==> src/rtl/ftdi_tx_arbiter.sv <==
// Packet-level round-robin arbiter feeding the FT60x TX path from up to 8 AXI4-Stream
// sources, with an optional one-beat channel header in front of every packet.
module ftdi_tx_arbiter #(
  parameter int         NUM_CH      = 4,
  parameter int         TDATA_WIDTH = 4,
  parameter int         HDR_EN      = 1,
  parameter logic [7:0] HDR_MAGIC   = 8'hA5
) (
  input  logic                            tx_clk,
  input  logic                            rst_txclk,
  input  logic [NUM_CH-1:0]               ch_en,
  input  logic [NUM_CH-1:0]               s_axis_tvalid,
  output logic [NUM_CH-1:0]               s_axis_tready,
  input  logic [NUM_CH*TDATA_WIDTH*8-1:0] s_axis_tdata,
  input  logic [NUM_CH*TDATA_WIDTH-1:0]   s_axis_tstrb,
  input  logic [NUM_CH*TDATA_WIDTH-1:0]   s_axis_tkeep,
  input  logic [NUM_CH-1:0]               s_axis_tlast,
  output logic                            m_axis_tvalid,
  input  logic                            m_axis_tready,
  output logic [TDATA_WIDTH*8-1:0]        m_axis_tdata,
  output logic [TDATA_WIDTH-1:0]          m_axis_tstrb,
  output logic [TDATA_WIDTH-1:0]          m_axis_tkeep,
  output logic                            m_axis_tlast,
  output logic [2:0]                      grant_ch,
  output logic                            busy
);

  localparam int DW = TDATA_WIDTH * 8;

  localparam logic [1:0] S_IDLE = 2'd0;
  localparam logic [1:0] S_HDR  = 2'd1;
  localparam logic [1:0] S_DATA = 2'd2;

  logic [1:0]             state_q, state_d;
  logic [2:0]             grant_q, grant_d;
  logic [2:0]             last_grant_q, last_grant_d;
  logic [NUM_CH-1:0]      req;
  logic                   found;
  int                     idx;

  logic                   sel_valid;
  logic                   sel_last;
  logic [DW-1:0]          sel_data;
  logic [TDATA_WIDTH-1:0] sel_strb;
  logic [TDATA_WIDTH-1:0] sel_keep;
  logic [DW-1:0]          hdr_data;

  always_comb begin
    sel_valid = 1'b0;
    sel_last  = 1'b0;
    sel_data  = '0;
    sel_strb  = '0;
    sel_keep  = '0;
    for (int i = 0; i < NUM_CH; i++) begin
      if (3'(i) == grant_q) begin
        sel_valid = s_axis_tvalid[i];
        sel_last  = s_axis_tlast[i];
        sel_data  = s_axis_tdata[i*DW +: DW];
        sel_strb  = s_axis_tstrb[i*TDATA_WIDTH +: TDATA_WIDTH];
        sel_keep  = s_axis_tkeep[i*TDATA_WIDTH +: TDATA_WIDTH];
      end
    end
  end

  // Round-robin scan starts one past the last completed grant and wraps modulo NUM_CH.
  always_comb begin
    state_d      = state_q;
    grant_d      = grant_q;
    last_grant_d = last_grant_q;
    req          = s_axis_tvalid & ch_en;
    found        = 1'b0;
    idx          = 0;
    case (state_q)
      S_IDLE: begin
        if (|req) begin
          for (int k = 1; k <= NUM_CH; k++) begin
            idx = (int'(last_grant_q) + k) % NUM_CH;
            if (!found && req[idx]) begin
              found   = 1'b1;
              grant_d = 3'(idx);
            end
          end
          state_d = (HDR_EN != 0) ? S_HDR : S_DATA;
        end
      end
      S_HDR: begin
        if (m_axis_tready) state_d = S_DATA;
      end
      S_DATA: begin
        if (sel_valid && m_axis_tready && sel_last) begin
          last_grant_d = grant_q;
          state_d      = S_IDLE;
        end
      end
      default: state_d = S_IDLE;
    endcase
  end

  always_ff @(posedge tx_clk) begin
    if (rst_txclk) begin
      state_q      <= S_IDLE;
      grant_q      <= 3'd0;
      last_grant_q <= 3'(NUM_CH - 1);
    end else begin
      state_q      <= state_d;
      grant_q      <= grant_d;
      last_grant_q <= last_grant_d;
    end
  end

  always_comb begin
    hdr_data       = '0;
    hdr_data[7:0]  = HDR_MAGIC;
    hdr_data[15:8] = {5'b0, grant_q};
  end

  // Outputs are purely a function of state so reset clears them on the very next cycle.
  always_comb begin
    m_axis_tvalid = 1'b0;
    m_axis_tdata  = '0;
    m_axis_tstrb  = '0;
    m_axis_tkeep  = '0;
    m_axis_tlast  = 1'b0;
    s_axis_tready = '0;
    case (state_q)
      S_HDR: begin
        m_axis_tvalid = 1'b1;
        m_axis_tdata  = hdr_data;
        m_axis_tstrb  = '1;
        m_axis_tkeep  = '1;
      end
      S_DATA: begin
        m_axis_tvalid = sel_valid;
        m_axis_tdata  = sel_data;
        m_axis_tstrb  = sel_strb;
        m_axis_tkeep  = sel_keep;
        m_axis_tlast  = sel_last;
        for (int i = 0; i < NUM_CH; i++) begin
          if (3'(i) == grant_q) s_axis_tready[i] = m_axis_tready;
        end
      end
      default: ;
    endcase
  end

  assign grant_ch = grant_q;
  assign busy     = (state_q != S_IDLE);

endmodule

==> config.mk <==
export PLATFORM = sky130hd
export DESIGN_NAME = ftdi_tx_arbiter
export DESIGN_NICKNAME = d
export VERILOG_FILES = /design/src/rtl/ftdi_tx_arbiter.sv
export SDC_FILE = /design/constraint.sdc
export NUM_CORES = 1
export LEC_CHECK = 0
export CORE_AREA = 2 2 88 90
export CTS_CLUSTER_DIAMETER = 40
export CTS_CLUSTER_SIZE = 30
export DETAILED_ROUTE_END_ITERATION = 8
export DIE_AREA = 0 0 90 92
export PLACE_DENSITY_LB_ADDON = 0.25
export SLEW_MARGIN = 20
export SYNTH_ARGS = -nofsm -noshare
export SYNTH_HDL_FRONTEND = slang
export SYNTH_SLANG_ARGS = --single-unit
export TNS_END_PERCENT = 100
==> constraint.sdc <==
create_clock -name tx_clk -period 2.6 [get_ports tx_clk]
set_clock_uncertainty 0.2 [all_clocks]
set_input_delay 0.65 -clock tx_clk [delete_from_list [all_inputs] [get_ports tx_clk]]
set_output_delay 0.65 -clock tx_clk [all_outputs]
set_load 0.02 [all_outputs]
# Yosys cells after proc, flatten, opt, wreduce, memory -nomap -nowiden
# Index checks and enable logic that the tools add are counted.
classes:
  bitwise_logic: 5
  eq_ne: 8
  n_addsub: 4
  reduce_logical: 20
  n_mux: 59
  n_lt_le_gt_ge: 4
op_table:
  columns: ["operator", "n"]
  rows:
  - ["$mux W32", 4]
  - ["$pmux W32 S2", 1]
  - ["$mux W4", 9]
  - ["$mux W1", 30]
  - ["$lt A3 B4 Y1 const B", 4]
  - ["$pmux W4 S2", 2]
  - ["$mux W3", 4]
  - ["$bmux W1 S2", 4]
  - ["$reduce_or A2 Y1", 4]
  - ["$eq A2 B3 Y1 const A", 2]
  - ["$mux W2", 3]
  - ["$ne A2 B2 Y1 const B", 3]
  - ["$pmux W2 S3", 1]
  - ["$reduce_and A3 Y1", 2]
  - ["$logic_and A1 B1 Y1", 5]
  - ["$add A2 B1 Y2 const B", 2]
  - ["$add A2 B2 Y2 const B", 2]
  - ["$and A1 B1 Y1 const A", 4]
  - ["$and A4 B4 Y4", 1]
  - ["$reduce_bool A4 Y1", 1]
  - ["$reduce_or A4 Y1", 1]
  - ["$eq A1 B3 Y1 const A", 1]
  - ["$logic_not A1 Y1", 3]
  - ["$logic_not A3 Y1", 1]
  - ["6 further kinds", 6]
word_totals:
  output_inout_bits: 50
  ff_bits: 7
  in_bits: 175
  word_cells: 103

# Depth between registers and ports, before layout
depth:
  ltp_word: 23
  depth_mapped: 7
  ltp_nobuf: 6

# Worst setup path before layout
# Ideal clock, no wire load.
synth_timing:
  path_kind: "reg-to-output"
  startpoint: "register grant_q[0], in the netlist grant_ch[0]"
  endpoint: "output port m_axis_tdata[8]"
  t_arrival_ps: 1816
  path_stages_with_launch: 6
  setup_slack_ps: -66
  path_buffers: 2
  t_required_ps: 1750
  path_cell_list: "dfxtp_1 > buf_4 > buf_2 > mux4_2 > nand2_1 > o21ai_0"
synth_between:
  elab_chain_cells: 6
  word_cells_on_any_way: 9
  classes_between: "eq/ne: 3; mux: 5; reduce/logical: 1"
synth_lines:
  columns: ["item", "line_no", "source"]
  rows:
  - ["start, declared", "35", "logic [2:0] grant_q, grant_d;"]
  - ["start signal, assigned", "106", "grant_q <= grant_d;"]
  - ["$logic_not A3 Y1", "55", "if (3'(i) == grant_q) begin"]
  - ["$mux W32 (4 in a row)", "55", null]
  - ["$pmux W32 S2 (*)", "125", "case (state_q)"]
  - ["end, declared", "20", "output logic [TDATA_WIDTH*8-1:0] m_axis_tdata,"]
# Every way passes the cells marked *; elsewhere a longest branch is shown, timed or not.

# Worst setup path in the final report
layout_timing:
  startpoint: "input port m_axis_tready"
  endpoint: "output port s_axis_tready[0]"
layout_between:
  elab_chain_cells: 2
layout_lines:
  columns: ["item", "line_no", "source"]
  rows:
  - ["start, declared", "19", "input logic m_axis_tready,"]
  - ["$mux W1", "139", "if (3'(i) == grant_q) s_axis_tready[i] = m_axis_tready;"]
  - ["$mux W4", "125", null]
  - ["end, declared", "13", "output logic [NUM_CH-1:0] s_axis_tready,"]
# Every way passes these cells.

==> metrics.json <==
{
  "sta": {
    "tns_ns": 0,
    "max_freq_mhz": 392.2,
    "fin_ws_ns": 0.05032,
    "rsz0062_at_grt": "false",
    "finalHoldViolations": 0,
    "timing.final.setup_violations": 0,
    "layout_worst_path_cycle_share": 0.9806,
    "finalWorstPathRequiredPeriod_ns": 2.550,
    "final_max_slew_viol_count": 0
  },
  "synthesis": {
    "synth-adder-area-share": 0.02079,
    "synthDistinctLibCells": 33,
    "largest_family_of_logic_cells_by_synthesized_area": "multiplexers",
    "syn-instance-count": 182,
    "synth.ff_latch_count": 6,
    "synth_mux_area_frac": 0.5295,
    "synth_async_sr_flop_share": 0,
    "synth_fp_nets": 360,
    "synth_compound_gate_area_share": 0.08870,
    "synth_xor_area_frac": 0,
    "yosysWarningCount": 0,
    "sequential_to_total_area_share_from_yosys_stat": 0.06653,
    "synth_enable_flop_cells": 0,
    "synth_top_flop_cell": "sky130_fd_sc_hd__dfxtp_1",
    "syn_avg_cell_area_sq_um": 9.920,
    "synth_area_sq_mm": 0.001805,
    "simple_gate_share_of_the_synthesized_area": 0.2315
  },
  "floorplanning": {
    "placement_rows": 32,
    "die_area_sq_mm": 0.008280,
    "chipHeight_um": 92,
    "design.core.area_sq_mm": 0.007447,
    "initial_cell_density_of_the_core": 0.2424,
    "die_width_um": 90,
    "io_pins": 225
  },
  "worst_setup_path": {
    "critical_path.max_stage_delay_ns": 0.51,
    "critical_path_required_ns": 1.75,
    "timing.critical_path.slowest_stage_cell": "sky130_fd_sc_hd__clkdlybuf4s50_1",
    "crit_type": "in -> out",
    "critical_path_buf_inv_count": 2,
    "crit_arrival_ns": 1.70,
    "critical_path.startpoint_type": "primary input",
    "end_kind": "primary output",
    "cp_cell_sequence": "clkdlybuf4s50_1, nand2_1, nor3_1, clkdlybuf4s15_1",
    "crit_fanout": 3,
    "crit_family": "buffers and inverters"
  },
  "global_route": {
    "grt_util_overall": 0.2154,
    "grt_first_pass_wirelength_um": 14470,
    "grt_antenna_before_repair": 2,
    "grt_remaining_overflow": 0,
    "grt_start_max_net_pins": 40,
    "first_global_vias": 2685
  },
  "final_layout": {
    "drive_above_1_share": 0.3634,
    "final_util": 0.5956,
    "stdcell_count": 525,
    "nNetsFinal": 600,
    "syn_to_layout_area_delta_pct": 145.7
  },
  "power_and_ir_drop": {
    "switchingPower_uw": 797.3,
    "ir_worst_vdd_mv": 0.4030,
    "power.share.switching": 0.3952,
    "leakage_uw": 0.002205,
    "power_report.internal_total_uw": 1220,
    "seq_power_share": 0.077,
    "p_clk_frac": 0.075,
    "share_comb_of_total_power": 0.848,
    "pwr_density_cell_mw_per_mm2": 454.9
  },
  "clock_tree": {
    "cts_num_sinks": 6,
    "clk_pin_slew_ns": 0.04,
    "cts_max_level": 1,
    "cts_max_path_buffers": 2,
    "tritoncts": "done",
    "cts_hold_buffers": 0,
    "cts_bufs_inserted": 3,
    "root_buffer_master": "sky130_fd_sc_hd__clkbuf_8",
    "clk_latency_ns": 0.23
  },
  "placement": {
    "hpwlAfterDp_um": 7621,
    "dpl.cell_count": 518,
    "dp_slack_ns": -0.5371,
    "gp_routability_congestion": 0.8306,
    "numPortBuffers": 223
  },
  "drt": {
    "via_count": 2570,
    "firstDrtPassIters": 4,
    "routed_via_density": 4.895,
    "drcViolationCount": 0,
    "route.final.wire_length_um": 9520,
    "detail_route.iter0.violations": 62,
    "antenna_violating_nets_post_route": 0,
    "post_drt_wl_per_cell_um": 18.13
  },
  "run": {
    "max_cap_violations": 0
  },
  "min_path": {
    "worstHoldPathType": "reg -> reg"
  },
  "status": {
    "status": "completed"
  }
}
[path summary, 6_finish.rpt]
check | start | slack, ns | to | cells past startpoint
setup reg to reg | grant_ch[0] | 0.52 | state_q[0] | 6
setup / recovery | m_axis_tready | 0.05 | s_axis_tready[0] | 4
hold / removal | last_grant_q[0] | 0.39 | last_grant_q[0] | 1
hold reg to reg | last_grant_q[0] | 0.39 | last_grant_q[0] | 1
[power by group through the flow]
stage                     logic (uW)  clock network (uW)  registers [uW]
after floorplan                  912                   0             140
after global placement          1680                   0             159
after detailed placement        1710                   0             159
after CTS                       1700                 151             158
after global routing            1840                 154             161
final                           1710                 151             156
[routing by layer]
layer,track usage,vias up,share of wire
li1,-,1183,-
met1,0.2549,1250,0.38
met2,0.3985,123,0.54
met3,0.04601,14,0.067
met4,0.05000,0,0.016
met5,0,-,0
[stage by stage]
step / cell area (sq um) / hold slack (ns) / power [uW]
6_report: 4436 / 0.3866 / 2018
5_1_grt: 4436 / 0.4033 / 2154
4_1_cts: 4335 / 0.3882 / 2012
3_5_place_dp: 4372 / 0.3760 / 1866
3_3_place_gp: 4372 / 0.3610 / 1841
2_1_floorplan: 1808 / 0.2935 / 1053
[kinds of logic after synthesis]
| logic type | Yosys count |
|---|---|
| other | 1 |
| DFF | 6 |
| AOI/OAI and AO/OA | 22 |
| and+or+nand+nor | 83 |
| adders and majority gates | 3 |
| buffers and inverters | 24 |
| muxes | 43 |
[area by class of cell]
class	count	area (sq um)
Clock buffer	4	45.04
Antenna cell	2	5.005
Multi-Input combinational cell	152	1653
Fill cell	716	3012
Timing Repair Buffer	252	2454
Sequential cell	6	125.1
Tap cell	102	127.6
Inverter	7	26.28
[cells in the mapped netlist, types with 2 or more instances]
cell	instances	area, sq um
sky130_fd_sc_hd__nand2b_1	2	12.51
sky130_fd_sc_hd__clkbuf_1	10	37.54
sky130_fd_sc_hd__dfxtp_1	6	120.1
sky130_fd_sc_hd__nand3_1	3	15.01
sky130_fd_sc_hd__mux4_2	42	945.9
sky130_fd_sc_hd__nor3_1	2	10.01
sky130_fd_sc_hd__nor3b_1	2	15.01
sky130_fd_sc_hd__buf_4	2	15.01
sky130_fd_sc_hd__inv_1	7	26.28
sky130_fd_sc_hd__nand2_1	35	131.4
sky130_fd_sc_hd__a211o_1	2	17.52
sky130_fd_sc_hd__a22oi_1	2	15.01
sky130_fd_sc_hd__ha_1	3	37.54
sky130_fd_sc_hd__o21ai_0	4	20.02
sky130_fd_sc_hd__a31oi_1	2	12.51
sky130_fd_sc_hd__and2_1	29	181.4
sky130_fd_sc_hd__a21oi_1	3	15.01
sky130_fd_sc_hd__nor2_1	8	30.03
sky130_fd_sc_hd__buf_2	4	20.02
[layout by cell type, fill, tap and decap left out, types with 2 or more instances in the layout]
cell	n
sky130_fd_sc_hd__dlygate4sd2_1	147
sky130_fd_sc_hd__mux4_2	42
sky130_fd_sc_hd__buf_6	40
sky130_fd_sc_hd__nand2_1	32
sky130_fd_sc_hd__and2_4	29
sky130_fd_sc_hd__buf_4	24
sky130_fd_sc_hd__dlymetal6s2s_1	22
sky130_fd_sc_hd__clkdlybuf4s50_1	9
sky130_fd_sc_hd__nor2_1	8
sky130_fd_sc_hd__inv_1	7
sky130_fd_sc_hd__buf_12	6
sky130_fd_sc_hd__dfxtp_1	4
sky130_fd_sc_hd__nand3_1	3
sky130_fd_sc_hd__nand2_2	3
sky130_fd_sc_hd__a21oi_1	3
sky130_fd_sc_hd__ha_1	3
sky130_fd_sc_hd__clkbuf_8	3
sky130_fd_sc_hd__diode_2	2
sky130_fd_sc_hd__o21ai_1	2
sky130_fd_sc_hd__nor3_1	2
sky130_fd_sc_hd__a22oi_1	2
sky130_fd_sc_hd__nand2b_1	2
sky130_fd_sc_hd__a31oi_1	2
sky130_fd_sc_hd__o21ai_0	2
sky130_fd_sc_hd__a211o_1	2
sky130_fd_sc_hd__nor3b_1	2
sky130_fd_sc_hd__clkdlybuf4s15_1	2
[what timing repair did]
item / in CTS / in global routing
gates resized for setup: 429 / 34
setup buffers: 0 / 0
gates cloned: 0 / 1
pin swaps: 33 / 8
endpoints found under the setup margin: 46 / 16
[worst reg2reg max path: cells and delay by family (launching register included)]
family / cells / cell delay [ns]
AO/OA/AOI/OAI: 1 / 0.20
flip-flops: 1 / 0.44
multiplexers: 2 / 0.72
AND/OR/NAND/NOR: 2 / 0.25
buffers and inverters: 1 / 0.15
[state kept, by name (all words and copies together) (netlist names)]
name / count
grant_ch: 2
last_grant_q: 2
state_q: 2
No activity file was read; power rests on OpenSTA's default activity.
